## config.mk

```make
export PLATFORM = sky130hd
export DESIGN_NAME = blink_sequencer
export DESIGN_NICKNAME = d
export VERILOG_FILES = /design/src/rtl/blink_seq_pkg.sv /design/src/rtl/blink_prescaler.sv /design/src/rtl/blink_sequencer.sv
export SDC_FILE = /design/constraint.sdc
export NUM_CORES = 1
export LEC_CHECK = 0
export CORE_UTILIZATION = 35
export DETAILED_ROUTE_END_ITERATION = 16
export RECOVER_POWER = 50
export SLEW_MARGIN = 20
export SYNTH_ARGS = -nofsm -noshare
export SYNTH_HDL_FRONTEND = slang
export SYNTH_SLANG_ARGS = --single-unit
```

## constraint.sdc

```tcl
create_clock -name clk -period 3.7 [get_ports clk]
set_input_delay 0.925 -clock clk [delete_from_list [all_inputs] [get_ports clk]]
set_output_delay 0.925 -clock clk [all_outputs]
set_load 0.005 [all_outputs]
```

## src/rtl/blink_seq_pkg.sv

```systemverilog
// Shared types for the blink sequencer: pattern modes and FSM states.
package blink_seq_pkg;

  typedef enum logic [1:0] {
    MODE_ALL    = 2'd0,
    MODE_CHASE  = 2'd1,
    MODE_BOUNCE = 2'd2,
    MODE_BURST  = 2'd3
  } mode_e;

  typedef enum logic [1:0] {
    ST_IDLE  = 2'd0,
    ST_RUN   = 2'd1,
    ST_PAUSE = 2'd2
  } state_e;

endpackage

```

## src/rtl/blink_prescaler.sv

```systemverilog
// Step prescaler: counts 0..TICK_DIV-1 while enabled, flags the terminal count.
module blink_prescaler #(
  parameter int unsigned TICK_DIV = 8
) (
  input  logic clk,
  input  logic reset,
  input  logic en,
  input  logic clr,
  output logic tick
);

  localparam int unsigned CW = (TICK_DIV > 1) ? $clog2(TICK_DIV) : 1;

  logic [CW-1:0] cnt_q;
  logic [CW-1:0] cnt_d;

  // Tick fires on the enabled cycle that sees the terminal count.
  assign tick = en && (cnt_q == CW'(TICK_DIV - 1));

  // Next count: clear wins, then wrap at the terminal count.
  always_comb begin
    cnt_d = cnt_q;
    if (clr) begin
      cnt_d = '0;
    end else if (tick) begin
      cnt_d = '0;
    end else if (en) begin
      cnt_d = cnt_q + CW'(1);
    end
  end

  // Counter register with synchronous active-low reset.
  always_ff @(posedge clk) begin
    if (!reset) begin
      cnt_q <= '0;
    end else begin
      cnt_q <= cnt_d;
    end
  end

endmodule

```

## src/rtl/blink_sequencer.sv

```systemverilog
// Pattern sequencer driving blinker switch enables (ALL / CHASE / BOUNCE / BURST).
// Define BLINK_SEQ_BURST_EN to build BURST mode, its counter and the done pulse.
module blink_sequencer
  import blink_seq_pkg::*;
#(
  parameter int unsigned N_LEDS    = 4,
  parameter int unsigned TICK_DIV  = 8,
  parameter int unsigned BURST_LEN = 5
) (
  input  logic              clk,
  input  logic              reset,
  input  logic [1:0]        mode,
  input  logic              start,
  input  logic              stop,
  input  logic              pause,
  output logic [N_LEDS-1:0] switch_out,
  output logic              busy,
  output logic              done
);

  localparam int unsigned SW = $clog2(N_LEDS) + 1;
  localparam logic [N_LEDS-1:0] ONE_HOT0 = N_LEDS'(1);

  state_e            state_q, state_d;
  mode_e             mode_q, mode_d;
  logic [SW-1:0]     step_q, step_d;
  logic              dir_q, dir_d;
  logic [N_LEDS-1:0] switch_q, switch_d;
  logic              busy_q, busy_d;
  logic              tick_c;
  logic              pre_en_c;
  logic              pre_clr_c;
  logic              start_acc_c;

`ifdef BLINK_SEQ_BURST_EN
  localparam int unsigned BW = $clog2(BURST_LEN + 1);
  logic [BW-1:0]     burst_q, burst_d;
  logic              done_q, done_d;
`endif

  assign start_acc_c = (state_q == ST_IDLE) && start && !stop;
  assign pre_en_c    = (state_q != ST_IDLE) && !stop && !pause;
  assign pre_clr_c   = start_acc_c || (state_d == ST_IDLE);

  blink_prescaler #(
    .TICK_DIV (TICK_DIV)
  ) u_prescaler (
    .clk   (clk),
    .reset (reset),
    .en    (pre_en_c),
    .clr   (pre_clr_c),
    .tick  (tick_c)
  );

  // Next-state, step advance and registered-output values.
  always_comb begin
    state_d  = state_q;
    mode_d   = mode_q;
    step_d   = step_q;
    dir_d    = dir_q;
    switch_d = '0;
    busy_d   = 1'b0;
`ifdef BLINK_SEQ_BURST_EN
    burst_d  = burst_q;
    done_d   = 1'b0;
`endif

    unique case (state_q)
      ST_IDLE: begin
        if (start_acc_c) begin
          state_d = ST_RUN;
`ifdef BLINK_SEQ_BURST_EN
          mode_d  = mode_e'(mode);
          burst_d = '0;
`else
          mode_d  = (mode_e'(mode) == MODE_BURST) ? MODE_ALL : mode_e'(mode);
`endif
          step_d  = '0;
          dir_d   = 1'b0;
        end
      end
      ST_RUN, ST_PAUSE: begin
        if (stop) begin
          state_d = ST_IDLE;
        end else if (pause) begin
          state_d = ST_PAUSE;
        end else begin
          state_d = ST_RUN;
          if (tick_c) begin
            unique case (mode_q)
              MODE_CHASE: begin
                step_d = (step_q == SW'(N_LEDS - 1)) ? '0 : step_q + SW'(1);
              end
              MODE_BOUNCE: begin
                if (!dir_q) begin
                  if (step_q == SW'(N_LEDS - 1)) begin
                    dir_d  = 1'b1;
                    step_d = step_q - SW'(1);
                  end else begin
                    step_d = step_q + SW'(1);
                  end
                end else begin
                  if (step_q == '0) begin
                    dir_d  = 1'b0;
                    step_d = SW'(1);
                  end else begin
                    step_d = step_q - SW'(1);
                  end
                end
              end
`ifdef BLINK_SEQ_BURST_EN
              MODE_BURST: begin
                if (burst_q == BW'(BURST_LEN - 1)) begin
                  state_d = ST_IDLE;
                  done_d  = 1'b1;
                end else begin
                  burst_d = burst_q + BW'(1);
                end
              end
`endif
              default: begin
                step_d = step_q;
              end
            endcase
          end
        end
      end
      default: begin
        state_d = ST_IDLE;
      end
    endcase

    // Outputs reflect the state being entered, so they move on the same edge.
    if (state_d != ST_IDLE) begin
      busy_d = 1'b1;
      if ((mode_d == MODE_CHASE) || (mode_d == MODE_BOUNCE)) begin
        switch_d = ONE_HOT0 << step_d;
      end else begin
        switch_d = '1;
      end
    end
  end

  // State and output registers with synchronous active-low reset.
  always_ff @(posedge clk) begin
    if (!reset) begin
      state_q  <= ST_IDLE;
      mode_q   <= MODE_ALL;
      step_q   <= '0;
      dir_q    <= 1'b0;
      switch_q <= '0;
      busy_q   <= 1'b0;
`ifdef BLINK_SEQ_BURST_EN
      burst_q  <= '0;
      done_q   <= 1'b0;
`endif
    end else begin
      state_q  <= state_d;
      mode_q   <= mode_d;
      step_q   <= step_d;
      dir_q    <= dir_d;
      switch_q <= switch_d;
      busy_q   <= busy_d;
`ifdef BLINK_SEQ_BURST_EN
      burst_q  <= burst_d;
      done_q   <= done_d;
`endif
    end
  end

  assign switch_out = switch_q;
  assign busy       = busy_q;
`ifdef BLINK_SEQ_BURST_EN
  assign done       = done_q;
`else
  assign done       = 1'b0;
`endif

endmodule
```

==> results of run 1 <==
-- worst max-delay path by stage --
stage                     from             to  slack [ps]  cells after the start
after floorplan           stop  switch_out[0]        1510                      6
after global placement    stop  switch_out[0]         910                      6
after detailed placement  stop  switch_out[3]         880                      6
after CTS                 stop  switch_out[3]        1180                      6
after global routing      stop  switch_out[3]         840                      6
final                     stop  switch_out[3]        1030                      6
-- state kept, by name, indices dropped and copies added (netlist names) --
signal             cells
switch_out             4
dir_q                  1
step_q                 3
mode_q                 2
state_q                2
busy                   1
u_prescaler.cnt_q      3
-- critical path, cell delays in order --
cell	delay (ps)
sky130_fd_sc_hd__dlygate4sd3_1	580
sky130_fd_sc_hd__and2b_1	300
sky130_fd_sc_hd__nor4_1	70
sky130_fd_sc_hd__nor3_1	460
sky130_fd_sc_hd__nand3_1	240
sky130_fd_sc_hd__o31ai_1	290
-- final cells by class --
| type | instances | area (sq um) | area share [%] |
|---|---|---|---|
| Clock buffer | 3 | 22.5 | 1.94 |
| Multi-Input combinational cell | 89 | 634 | 54.7 |
| Timing Repair Buffer | 11 | 110 | 9.49 |
| Tap cell | 31 | 38.8 | 3.34 |
| Inverter | 9 | 33.8 | 2.91 |
| Sequential cell | 16 | 320 | 27.6 |
-- cell families after synthesis --
kind of cell,after synthesis,synth area share [%]
AOI/OAI and AO/OA,26,19.1
xor gates and xnor gates,3,2.57
adders and majority gates,10,12.2
buffers and inverters,12,6.23
DFF,16,31.3
muxes,2,2.08
other,1,0.366
and+or+nand+nor,47,26.2
-- placed cells by master, fill, tap and decap left out, types with 2 or more instances in the layout --
cell / n
sky130_fd_sc_hd__a32oi_1: 2
sky130_fd_sc_hd__nand3_1: 3
sky130_fd_sc_hd__inv_1: 9
sky130_fd_sc_hd__nor3_1: 2
sky130_fd_sc_hd__clkdlybuf4s50_1: 5
sky130_fd_sc_hd__clkbuf_4: 3
sky130_fd_sc_hd__dfxtp_1: 16
sky130_fd_sc_hd__ha_1: 10
sky130_fd_sc_hd__nor3b_1: 5
sky130_fd_sc_hd__o31ai_1: 4
sky130_fd_sc_hd__or3_1: 2
sky130_fd_sc_hd__a21oi_1: 7
sky130_fd_sc_hd__dlygate4sd3_1: 6
sky130_fd_sc_hd__nor2b_1: 4
sky130_fd_sc_hd__a21boi_0: 2
sky130_fd_sc_hd__and2_1: 2
sky130_fd_sc_hd__nand2b_1: 6
sky130_fd_sc_hd__xor2_1: 3
sky130_fd_sc_hd__nand2_1: 10
sky130_fd_sc_hd__o21ai_0: 2
sky130_fd_sc_hd__nor2_1: 7
-- per-stage QoR --
step	power [W]	worst slack, ps	std cells
global route	0.000371	842	159
floorplan	0.000235	1510	117
global placement	0.000262	906	156
finish	0.000347	1030	159
detailed placement	0.000263	885	156
CTS	0.000354	1180	159
-- power by group through the flow --
| stage | clock network [W] | registers, W | logic (W) |
|---|---|---|---|
| 3_5_place_dp | 0 | 0.000191 | 0.0000727 |
| 4_1_cts | 0.0000947 | 0.000187 | 0.0000731 |
| 5_1_grt | 0.000106 | 0.000187 | 0.0000773 |
| 2_1_floorplan | 0 | 0.000191 | 0.0000443 |
| 6_report | 0.0000919 | 0.000186 | 0.0000693 |
| 3_3_place_gp | 0 | 0.000190 | 0.0000723 |
-- metal layers --
metal,wire length [microns],track usage (%)
met1,902,16.2
met2,934,23.5
met3,64,2.09
met4,42,6.27
met5,0,0
==> results.toml, run 1 <==
[run_status]
status = "complete, no violations"

[synthesis]
post_synth_most_frequent_cells = "sky130_fd_sc_hd__dfxtp_1 (16), sky130_fd_sc_hd__ha_1 (10), sky130_fd_sc_hd__nand2_1 (10), sky130_fd_sc_hd__inv_1 (9)"
synth_top_flop_cell = "sky130_fd_sc_hd__dfxtp_1"
synth_enable_flop_cells = 0
async_reset_ff_share_pct = 0
synth_sequential_area_ratio_pct = 31.3
synth.distinct_cells = 39
synthesis.nets = 134
synth_top_cell_area_share_pct = 31.3
synth_seq_cells = 16
netlist_top_cells_area = "sky130_fd_sc_hd__dfxtp_1 (31%), sky130_fd_sc_hd__ha_1 (12%), sky130_fd_sc_hd__nand2_1 (3.7%)"
yosysTopAreaCell = "sky130_fd_sc_hd__dfxtp_1"
synth_most_common_cell = "sky130_fd_sc_hd__dfxtp_1"
yosysWarnings = 0
synth.avg_cell_area_sq_um = 8.75
syn_area_sq_um = 1020
syn-instance-count = 117

[global_routing]
grt_overflow = 0
grt_util_all_layers_pct = 13.5
grt_pass1_wl_microns = 3370
grt_max_degree = 10
number_of_antenna_violations_at_the_first_check_in_global_routing = 0
grt_pass1_vias = 824

[setup_path]
reg2regPathDepth = 7
timing.rr.start = "state_q[1]"
worstPathMaxFanout = 5
startpoint_kind_of_the_worst_setup_timing_path = "input pin"
arrival_ps = 2870
critical_path.reg2reg.endpoint = "switch_out[3]"
cp.required_ps = 3900
timing.critical_path.to_type = "flip-flop"
reg2reg_slack_ps = 1480
crit_type = "in -> reg"

[floorplan]
core_sq_um = 2760
start_util_pct = 37.1
die_x_microns = 56.1
design.portCount = 13
die_area_sq_um = 3140
row_count = 19
die_h_microns = 56.1

[route]
wl_per_cell_microns = 12.2
drt-total-wl_microns = 1940
antenna_violating_nets_post_route = 0
route.vias.total = 864
drc = 0
drt_pre_antenna_iters = 4
routed_via_density = 5.43
drt-initial-drc-count = 16

[sta]
fin_crit_sh_pct = 72.1
slew_violations = 0
finalSetupTns_ps = 0
timing.clock.skew_ps = 0.559
worst-slew-pin-transition_ps = 538
slew-limit-headroom_pct = 63.9
worst_hold_slack_ps = 507
final_hold_viol_count = 0
maxClockFrequency_mhz = 375
grt_setup_unrepaired = "false"
finalCriticalPeriod_ps = 2670
timing.final.setup_violations = 0

[clock_network]
post_cts_resized = 0
cts_tree = "yes"
cts_max_path_buffers = 2
cts_inserted_buffers = 3
insertion_delay_ps = 280
root_buffer = "sky130_fd_sc_hd__clkbuf_4"
clkSinkCount = 16
cts.htree.levels = 1
cts.clk_slew.worst_paths_ps = 90
post-cts-setup-buffer-count = 0
hold_buffers = 0

[power]
power_density_nw_per_um2 = 299
vdd_drop_max_mv = 0.175
power_switching_share_pct = 27.0
fraction_of_power_consumed_by_sequential_logic_pct = 53.6
logic_gate_share_of_total_power_pct = 20.0
power_switching_w = 0.0000936
power_leakage_nw = 0.456
clkPwrFrac_pct = 26.4
cellInternalPower_w = 0.000254

[final_layout]
area_delta_synth_final_pct = 13.3
final_design_area_no_fill_sq_um = 1160
n_fill_cell = 279
num_antenna_cells = 0
fin_util_pct = 42.1
final_layout_size_suffix_gt1_share_pct = 4.69
final_nets = 147

[hold_path]
min_delay_worst_endpoint = "u_prescaler.cnt_q[1]"
worstHoldPathCells = 2
worstHoldPathType = "reg -> reg"
hp-start = "u_prescaler.cnt_q[1]"

[placed_design]
dpl.hpwl_microns = 1540
detailed_place.area_sq_um = 1140
buffer_ports.inserted = 11
finalWeightedCongestion = 0.783

[run]
max_cap_violations = 0
(Power assumes the default switching activity.)
==> inputs of run 2 (changes only) <==
- clock period: 3.7 -> 2.65 ns (I/O delays scaled with it)
==> results.toml, run 2 (synthesized netlist as in run 1, its figures left out) <==
[clock_network]
post_cts_resized = 0
hold_buffers = 0
post-cts-setup-buffer-count = 0
cts_inserted_buffers = 3
clkSinkCount = 16
cts.clk_slew.worst_paths_ps = 100
root_buffer = "sky130_fd_sc_hd__clkbuf_4"
cts_tree = "yes"
cts.htree.levels = 1
insertion_delay_ps = 300
cts_max_path_buffers = 2

[floorplan]
start_util_pct = 37.1
design.portCount = 13
die_x_microns = 56.1
die_h_microns = 56.1
die_area_sq_um = 3140
row_count = 19
core_sq_um = 2760

[sta]
finalSetupTns_ps = 0
post-route-worst-setup-slack_ps = 380
finalCriticalPeriod_ps = 2270
timing.clock.skew_ps = 2.72
slew_violations = 0
grt_setup_unrepaired = "false"
maxClockFrequency_mhz = 441
fin_crit_sh_pct = 85.7
final_hold_viol_count = 0
timing.final.setup_violations = 0

[setup_path]
startpoint_kind_of_the_worst_setup_timing_path = "input pin"
cpPeakStageDelay_ps = 580
worst_path_max_delay_cell = "sky130_fd_sc_hd__dlygate4sd3_1"
critical_path.reg2reg.endpoint = "switch_out[1]"
worstSetupStartpoint = "stop"
cp.buffers_inverters = 1
worstSetupPathDepth = 6
reg2reg_slack_ps = 490
reg2regPathDepth = 8
crit_type = "in -> reg"
arrival_ps = 2490
timing.critical_path.to_type = "flip-flop"
worstPathMaxFanout = 7
cp.required_ps = 2870
critPathCapture = "switch_out[1]"
timing.critical_path.max_delay_family = "compound AO/OA/AOI/OAI gates"
path_cells = "dlygate4sd3_1 -> or3_4 -> o21ai_4 -> a21oi_2 -> a311o_1 -> o31ai_1"
timing.rr.start = "step_q[0]"

[final_layout]
layout.cells.most_common_list = "sky130_fd_sc_hd__dfxtp_1 (16), sky130_fd_sc_hd__nand2_1 (10), sky130_fd_sc_hd__ha_1 (10)"
num_antenna_cells = 0
final_layout_size_suffix_gt1_share_pct = 6.87
largest_register_ff_count = 4
fin_util_pct = 43.1
area_delta_synth_final_pct = 16.3
final_nets = 149
final_common_cell = "sky130_fd_sc_hd__dfxtp_1"
final_design_area_no_fill_sq_um = 1190

[power]
p_total_w = 0.000528
power_density_nw_per_um2 = 443
power_leakage_nw = 0.472
vdd_drop_max_mv = 0.238

[global_routing]
grt_overflow = 0
grt_pass1_wl_microns = 3550
grt_util_all_layers_pct = 14.4
grt_pass1_vias = 794
grt_max_degree = 10
number_of_antenna_violations_at_the_first_check_in_global_routing = 0

[route]
routed_via_density = 5.07
wl_per_cell_microns = 12.0
antenna_violating_nets_post_route = 0
drt-total-wl_microns = 1940
drc = 0
drt-initial-drc-count = 10
drt_pre_antenna_iters = 4
route.vias.total = 822

[run_status]
status = "complete, no violations"

[placed_design]
buffer_ports.inserted = 11
place_worst_setup_slack_ps = 178
detailed_place.area_sq_um = 1160
dpl.hpwl_microns = 1530
finalWeightedCongestion = 0.806

[hold_path]
worstHoldPathType = "reg -> reg"

[run]
max_cap_violations = 0
run 2: changes by cell type in the layout (fill, tap and decap cells not counted):
cell,before,now
sky130_fd_sc_hd__buf_4,0,1
sky130_fd_sc_hd__clkbuf_1,0,1
sky130_fd_sc_hd__clkbuf_8,0,1
sky130_fd_sc_hd__or3_1,2,1
sky130_fd_sc_hd__or3_4,0,1
run 2: stage by stage:
stage / hold slack [ps] / instances
2_1_floorplan: 461 / 117
3_3_place_gp: 488 / 158
3_5_place_dp: 495 / 158
4_1_cts: 520 / 162
5_1_grt: 578 / 162
6_report: 518 / 162
run 2: tightest hold or removal path, stage by stage (launching register included):
cell and delay [ps]:
sky130_fd_sc_hd__dfxtp_1 350, sky130_fd_sc_hd__a21oi_1 70, sky130_fd_sc_hd__nor2_1 70
run 2: where the power goes:
group | switching (W) | leakage, nW | internal (W) | total [W]
sequential | 0.00000512 | 0.130 | 0.000254 | 0.000259
combinational | 0.0000499 | 0.320 | 0.0000485 | 0.0000984
clock | 0.0000858 | 0.0210 | 0.0000840 | 0.000170
total | 0.000141 | 0.472 | 0.000387 | 0.000528
run 2: worst min path at each step:
stage / from / endpoint / slack [ps] / depth (start not counted)
finish: u_prescaler.cnt_q[2] / u_prescaler.cnt_q[2] / 520 / 2
floorplan: u_prescaler.cnt_q[1] / u_prescaler.cnt_q[1] / 460 / 2
CTS: u_prescaler.cnt_q[2] / u_prescaler.cnt_q[2] / 520 / 2
global placement: u_prescaler.cnt_q[2] / u_prescaler.cnt_q[2] / 490 / 2
global route: u_prescaler.cnt_q[0] / u_prescaler.cnt_q[0] / 580 / 2
detailed placement: u_prescaler.cnt_q[2] / u_prescaler.cnt_q[2] / 500 / 2
run 2: final cells by class:
class                      instances  area (sq um)
inverter                           9          33.8
sequential                        16           320
multi-input combinational         89           639
clock buffer                       4          36.3
fill                             288          1570
timing repair buffer              13           121
tap                               31          38.8
run 2: metal layers:
| metal | global-route usage (%) | share of wire (%) | vias to the layer above |
|---|---|---|---|
| li1 | - | - | 441 |
| met2 | 23.8 | 46 | 16 |
| met4 | 6.27 | 2.5 | 0 |
| met5 | 0 | 0 | - |
| met1 | 18.3 | 48 | 360 |
| met3 | 2.33 | 4.1 | 5 |
==> inputs of run 3 (changes only) <==
- CORE_ASPECT_RATIO: unset -> 1.4
==> results.toml, run 3 (synthesized netlist as in run 1, its figures left out) <==
[hold_path]
worstHoldPathType = "reg -> reg"
hp-start = "u_prescaler.cnt_q[1]"
worstHoldPathCells = 2
min_delay_worst_endpoint = "u_prescaler.cnt_q[1]"

[route]
drt-initial-drc-count = 18
routed-wl-met2_microns = 1120
drt-total-wl_microns = 2110
wl_per_cell_microns = 12.5
antenna_violating_nets_post_route = 0
dr.max_layer_used = "met4"
routed_via_density = 5.13
drt-met1-wl_microns = 899
drc = 0
route.vias.total = 862
drt_pre_antenna_iters = 4
met3_length_microns = 51

[placed_design]
finalWeightedCongestion = 0.777
dpl.hpwl_microns = 1670
place_worst_setup_slack_ps = 217
buffer_ports.inserted = 11

[sta]
finalCriticalPeriod_ps = 2260
grt_setup_unrepaired = "false"
timing.final.setup_violations = 0
worst_hold_slack_ps = 517
fin_crit_sh_pct = 85.2
final_hold_viol_count = 0
timing.clock.skew_ps = 6.56
maxClockFrequency_mhz = 443
post-route-worst-setup-slack_ps = 392
slew_violations = 0
finalSetupTns_ps = 0

[final_layout]
area_delta_synth_final_pct = 17.6
final_common_cell = "sky130_fd_sc_hd__dfxtp_1"
num_antenna_cells = 0
multi_input_area_sq_um = 639
final-seq-area_sq_um = 320
final_nets = 150
n_fill_cell = 295
final_layout_size_suffix_gt1_share_pct = 7.58
layout.cells.most_common_list = "sky130_fd_sc_hd__dfxtp_1 (16), sky130_fd_sc_hd__nand2_1 (10), sky130_fd_sc_hd__ha_1 (10)"
largest_register_ff_count = 4

[global_routing]
grt_max_degree = 10
grt_pass1_wl_microns = 3700
grt_pass1_vias = 844
grt_overflow = 0
grt_util_all_layers_pct = 16.3
number_of_antenna_violations_at_the_first_check_in_global_routing = 0

[setup_path]
worst_path_max_delay_cell = "sky130_fd_sc_hd__dlygate4sd3_1"
timing.critical_path.max_delay_family = "compound AO/OA/AOI/OAI gates"
reg2reg_slack_ps = 530
path_cells = "dlygate4sd3_1 -> or3_4 -> o21ai_4 -> a21oi_2 -> a311o_1 -> o31ai_1"
arrival_ps = 2460
crit_type = "in -> reg"
timing.critical_path.to_type = "flip-flop"
startpoint_kind_of_the_worst_setup_timing_path = "input pin"
worstPathMaxFanout = 7
cpPeakStageDelay_ps = 590
reg2regPathDepth = 8
cp.required_ps = 2850
critical_path.reg2reg.endpoint = "switch_out[3]"
cp.buffers_inverters = 1
timing.rr.start = "step_q[0]"

[run_status]
status = "complete, no violations"

[power]
power_density_nw_per_um2 = 431
power_leakage_nw = 0.476
p_total_w = 0.000519
vdd_drop_max_mv = 0.241

[clock_network]
cts_max_path_buffers = 2
root_buffer = "sky130_fd_sc_hd__clkbuf_4"
hold_buffers = 0
cts_inserted_buffers = 3
cts_tree = "yes"
cts.clk_slew.worst_paths_ps = 90
clkSinkCount = 16
post_cts_resized = 0
cts.htree.levels = 1
insertion_delay_ps = 290
post-cts-setup-buffer-count = 0

[floorplan]
start_util_pct = 37.9
core_sq_um = 2700
design.portCount = 13
die_area_sq_um = 3150
row_count = 22
die_x_microns = 47.7
die_h_microns = 66.0

[run]
max_cap_violations = 0
## run 3: final cells by class
cell class                      count  share of cell area [%]
Multi-Input combinational cell     89                    53.1
Tap cell                           36                    3.74
Timing Repair Buffer               14                    10.7
Sequential cell                    16                    26.6
Inverter                            9                    2.81
Clock buffer                        4                    3.01
## run 3: worst max path at each step
stage,to,cells after the start,from,slack (ps)
6_report,switch_out[1],6,stop,390
3_5_place_dp,switch_out[1],6,pause,220
4_1_cts,switch_out[3],8,step_q[0],510
2_1_floorplan,switch_out[0],9,state_q[0],660
5_1_grt,switch_out[3],6,stop,240
3_3_place_gp,switch_out[1],6,stop,250
## run 3: metal layers
metal	GRT usage (%)	vias to the layer above
met5	0	-
met4	6.25	0
met3	2.73	4
met2	28.4	11
met1	18.9	401
li1	-	446
## run 3: metrics by stage
step | std cells | utilization [%] | cell area, sq um
after CTS | 168 | 44.8 | 1210
after global routing | 168 | 44.6 | 1200
after floorplan | 117 | - | 1020
final | 168 | 44.6 | 1200
after detailed placement | 164 | 43.4 | 1170
after global placement | 164 | 43.4 | 1170
## run 3: where the power goes
group | leakage (nW) | switching [W] | total, W | internal (W)
combinational | 0.325 | 0.0000511 | 0.000100 | 0.0000494
clock | 0.0210 | 0.0000756 | 0.000159 | 0.0000836
sequential | 0.130 | 0.00000522 | 0.000260 | 0.000254
## run 3: worst register-to-register path: cells and delay by family, from the launching register on
kind / cells / cell delay, ps
AOI/OAI and AO/OA: 3 / 860
buffers and inverters: 1 / 60
adders and majority gates: 2 / 510
and+or+nand+nor: 2 / 200
DFF: 1 / 410
==> RTL change 1: new RTL, flow settings as in run 3 <==
Register the inputs `start`, `stop` and `pause` before use. The logic sees them one clock later. The other inputs are not delayed to match.
--- a/src/rtl/blink_sequencer.sv
+++ b/src/rtl/blink_sequencer.sv
@@ -23,2 +23,12 @@
 
+  logic start_q;
+  logic stop_q;
+  logic pause_q;
+
+  always_ff @(posedge clk) begin
+    start_q <= start;
+    stop_q  <= stop;
+    pause_q <= pause;
+  end
+
   state_e            state_q, state_d;
@@ -40,4 +50,4 @@
 
-  assign start_acc_c = (state_q == ST_IDLE) && start && !stop;
-  assign pre_en_c    = (state_q != ST_IDLE) && !stop && !pause;
+  assign start_acc_c = (state_q == ST_IDLE) && start_q && !stop_q;
+  assign pre_en_c    = (state_q != ST_IDLE) && !stop_q && !pause_q;
   assign pre_clr_c   = start_acc_c || (state_d == ST_IDLE);
@@ -82,5 +92,5 @@
       ST_RUN, ST_PAUSE: begin
-        if (stop) begin
+        if (stop_q) begin
           state_d = ST_IDLE;
-        end else if (pause) begin
+        end else if (pause_q) begin
           state_d = ST_PAUSE;
Formal check against the unedited RTL: not equivalent (a bounded check fails within 4 cycles, from zero or initial values and one cycle with reset low).
==> RTL change 1 against run 3 <==
- power rose by 17%
- worst setup slack got worse by 62 ps
- area after synthesis rose by 5.0%
- routed wire length fell by 0.71%
- critical endpoint is now switch_out[3]
- sequential cell count rose by 3
- critical path depth rose by 1
- sequential share of layout area rose by 3.8 points
- largest power group unchanged
- clock power rose by 26%
- final area rose by 4.0%
- largest cell class unchanged
==> RTL change 1: results (changes against run 3) <==
cpMaxStageDelayCell: "or3_1"
htreeDepth: 1  # unchanged
placed_area_um2: 1200  # +2.9%
cts_resized: 0  # unchanged
synthTopCellsByArea: "dfxtp_1 (35%), ha_1 (12%), inv_1 (3.8%)"
hpwl_um: 1650  # -1.4%
r2r-end: "switch_out[3]"
syn_inst: 121  # +3.4%
synth_nets: 138  # +3.0%
status: "completed"
largest_register_ffs: 4  # unchanged
crit_arrival_ps: 2480  # +20 ps
r2r_setup_slack_ps: 330  # -200 ps
async_flop_share: 0  # unchanged
synth_commonest_cells: "dfxtp_1 (19), inv_1 (11), ha_1 (10)"
grt_max_degree: 12  # +2
ys_warn_count: 0  # unchanged
internal_power_uw: 455  # +17%
slowest_delay_ps: 530  # -60 ps
layout.cells.non_filler: 170  # +1.2%
hold-path-cell-count: 2  # unchanged
peakVddDrop_mv: 0.326  # +35%
r2r_cells: 7  # -1
critPathTopFamily: "compound AO/OA/AOI/OAI gates"
drt_pass1_iterations: 4  # unchanged
io_buffers: 11  # unchanged
cp_max_fo: 8  # +1
seq_area_frac_synth: 0.354  # +0.0409
final_layout_size_suffix_gt1_frac: 0.0677  # -0.00809
wl_um: 2090  # -0.71%
hp-start: "u_prescaler.cnt_q[1]"
clock_tree.buffer_depth: 2  # unchanged
antenna_cells: 0  # unchanged
antenna_found_initial: 0  # unchanged
holdWs_ps: 499  # -18.0 ps
leakage_uw: 0.000512  # +7.6%
hold_end: "u_prescaler.cnt_q[1]"
cts_root_buf: "clkbuf_8"
cts.clk_slew.worst_paths_ps: 70  # -20 ps
finClkSkew_ps: 4.32  # -2.24 ps
grt_pass1_wl_um: 3650  # -1.3%
grt_pass1_vias: 851  # +0.83%
postCtsSetupRepairBufs: 0  # unchanged
grt_use_total: 0.144  # -0.0193
final_nets: 151  # +0.67%
clock_latency_ps: 250  # -40 ps
min_path_type: "register to register"
drtIter0Drc: 14  # -4
place.gp.congestion: 0.846  # +8.9%
synth_cell_type_count: 36  # -7.7%
viasPerCell: 5.22  # +1.8%
cts_inserted_buffers: 3  # unchanged
setup.worst_path.start: "state_q[1]"
hold_viol: 0  # unchanged
==> RTL change 1: cell count changes after synthesis, moves of 2 or more <==
cell     change
inv_1        +2
dfxtp_1      +3
o21ai_0      +3
nor2b_1      +2
==> RTL change 1: worst max-delay path by stage <==
stage                    endpoint  slack, ps  depth (start not counted)
floorplan           switch_out[0]        580                          8
global placement    switch_out[1]        430                          7
detailed placement  switch_out[3]        330                          7
CTS                 switch_out[3]        320                          7
global route        switch_out[3]        160                          7
finish              switch_out[3]        330                          7
==> RTL change 1: layout make-up <==
cell class	instances	area [um2]
flip-flops and latches	19	380
multi-input cells	88	627
fillers	293	1630
clock buffers	3	41.3
inverters	11	41.3
well taps	37	46.3
clock inverters	1	5.00
repair buffers	11	110
==> RTL change 1: cell families after synthesis <==
group | after synthesis | synth area share
buf+inv | 14 | 0.0629
mux | 2 | 0.0198
flops | 19 | 0.354
other cells | 1 | 0.00349
fa+ha+maj | 10 | 0.116
compound gates | 28 | 0.189
simple gates | 44 | 0.231
xor+xnor | 3 | 0.0245
==> RTL change 1: power by group through the flow <==
stage          registers (uW)  logic (uW)  clock network [uW]
2_1_floorplan             317        57.8                   0
3_3_place_gp              316        98.4                   0
3_5_place_dp              316         100                   0
4_1_cts                   310         101                 205
5_1_grt                   312         107                 223
6_report                  309        95.9                 201
==> RTL change 1: layer usage <==
metal / routed length [um] / track usage
met1: 855 / 0.153
met3: 60 / 0.0248
met5: 0 / 0
met4: 14 / 0.0662
met2: 1160 / 0.276
==> RTL change 1: stage by stage <==
step                      worst slack [ps]  total power [uW]   util
after floorplan                        583               374      -
after global placement                 428               414  0.419
after detailed placement               334               417  0.419
after CTS                              317               616  0.435
after global routing                   155               642  0.435
final                                  329               606  0.435
==> RTL change 2: new RTL, settings of run 3 <==
Without the edit above. Add a define of `BLINK_SEQ_BURST_EN`.
--- a/src/rtl/blink_sequencer.sv
+++ b/src/rtl/blink_sequencer.sv
@@ -2,2 +2,4 @@
 // Define BLINK_SEQ_BURST_EN to build BURST mode, its counter and the done pulse.
+`define BLINK_SEQ_BURST_EN
+
 module blink_sequencer
Function: same outputs for any inputs over 10 cycles, from zero or initial values and one cycle with reset low; that may be too few to reach the edited logic, so the function may still have changed.
==> RTL change 2 against run 3 <==
- final area grew 31%
- power up 44%
- clock power increased by 92%
- die area up 23%
- count of clock-buffer cells in the layout down 1
- routed wire length rose by 36%
- sequential cell count up 4
- critical path depth unchanged
- final cell count up 22%
- sequential power up 23%
- area after synthesis increased by 24%
- worst setup slack worse by 240 ps
- critical endpoint is now switch_out[3]
- highest routed layer unchanged
==> RTL change 2: results (changes against run 3) <==
synthTopCellsByArea: "dfxtp_1 (32%), ha_1 (13%), inv_1 (3.6%)"
synth_cell_type_count: 43  # +10%
cp_max_fo: 4  # -3
hpwl_um: 2280  # +37%
finClkSkew_ps: 1.50  # -5.06 ps
drtIter0Drc: 16  # -2
synth_commonest_cells: "dfxtp_1 (20), ha_1 (13), inv_1 (12), nor2_1 (12)"
pg_seq_uw: 321  # +23%
met2WireLength_um: 1530  # +36%
cpMaxStageDelayCell: "or4b_4"
wl_per_cell_um: 14.0  # +12%
place.gp.congestion: 0.854  # +9.9%
viasPerCell: 5.36  # +4.4%
multiInputGateArea_um2: 802  # +25%
pwr-share-comb: 0.165  # -0.028
grt_pass1_wl_um: 4710  # +27%
placed_area_um2: 1510  # +29%
seq_share: 0.254  # -0.0125
wl_met1_um: 1170  # +30%
hold_end: "u_prescaler.cnt_q[2]"
clock_area_frac: 0.0452  # +0.0150
regArea_um2: 400  # +25%
p_total_uw: 750  # +44%
period_share: 0.943  # +0.0910
status: "completed"
post-place-ws_ps: -119  # -336 ps
leakage_uw: 0.000639  # +34%
final_nets: 186  # +24%
internal_power_uw: 577  # +49%
n_fill_cell: 338  # +15%
final_layout_size_suffix_gt1_frac: 0.200  # +0.124
grt_use_total: 0.164  # +0.000456
placed_cells: 201  # +23%
wl_um: 2870  # +36%
cts_root_buf: "clkbuf_8"
multi_input_cells: 104  # +17%
syn_to_final_growth_pct: 24.6
post-route-util: 0.463  # +0.0169
slowest_delay_ps: 540  # -50 ps
wl_met3_um: 49  # -3.9%
r2r_setup_slack_ps: 210  # -320 ps
peakVddDrop_mv: 0.218  # -9.3%
buffer_area_frac: 0.133  # +0.0261
seq_area_frac_synth: 0.316  # +0.00293
ys_ff_latch: 20  # +4
grt_max_degree: 13  # +3
clock_latency_ps: 250  # -40 ps
synth_nets: 159  # +19%
crit_arrival_ps: 2670  # +210 ps
io_buffers: 12  # +1
## RTL change 2: changes by cell type after synthesis, sizes merged, moves of 3 or more
| cell | delta |
|---|---|
| a31oi | +5 |
| and2 | +4 |
| dfxtp | +4 |
| ha | +3 |
| inv | +3 |
| nand2 | -3 |
| nand2b | -5 |
| nor2 | +5 |
| nor2b | -4 |
| or2b | +3 |
## RTL change 2: per-layer routing
layer	vias up	track usage
li1	553	-
met1	517	0.179
met2	18	0.300
met3	10	0.0188
met4	0	0.0819
met5	-	0
## RTL change 2: logic make-up (layout without fill, tap and decap cells)
group / after synthesis / in the layout / share of synthesized area
flops: 20 / 20 / 0.316
xor+xnor: 4 / 4 / 0.0276
buf+inv: 15 / 41 / 0.0553
compound gates: 33 / 33 / 0.198
mux: 3 / 3 / 0.0257
simple gates: 51 / 51 / 0.249
fa+ha+maj: 13 / 13 / 0.128
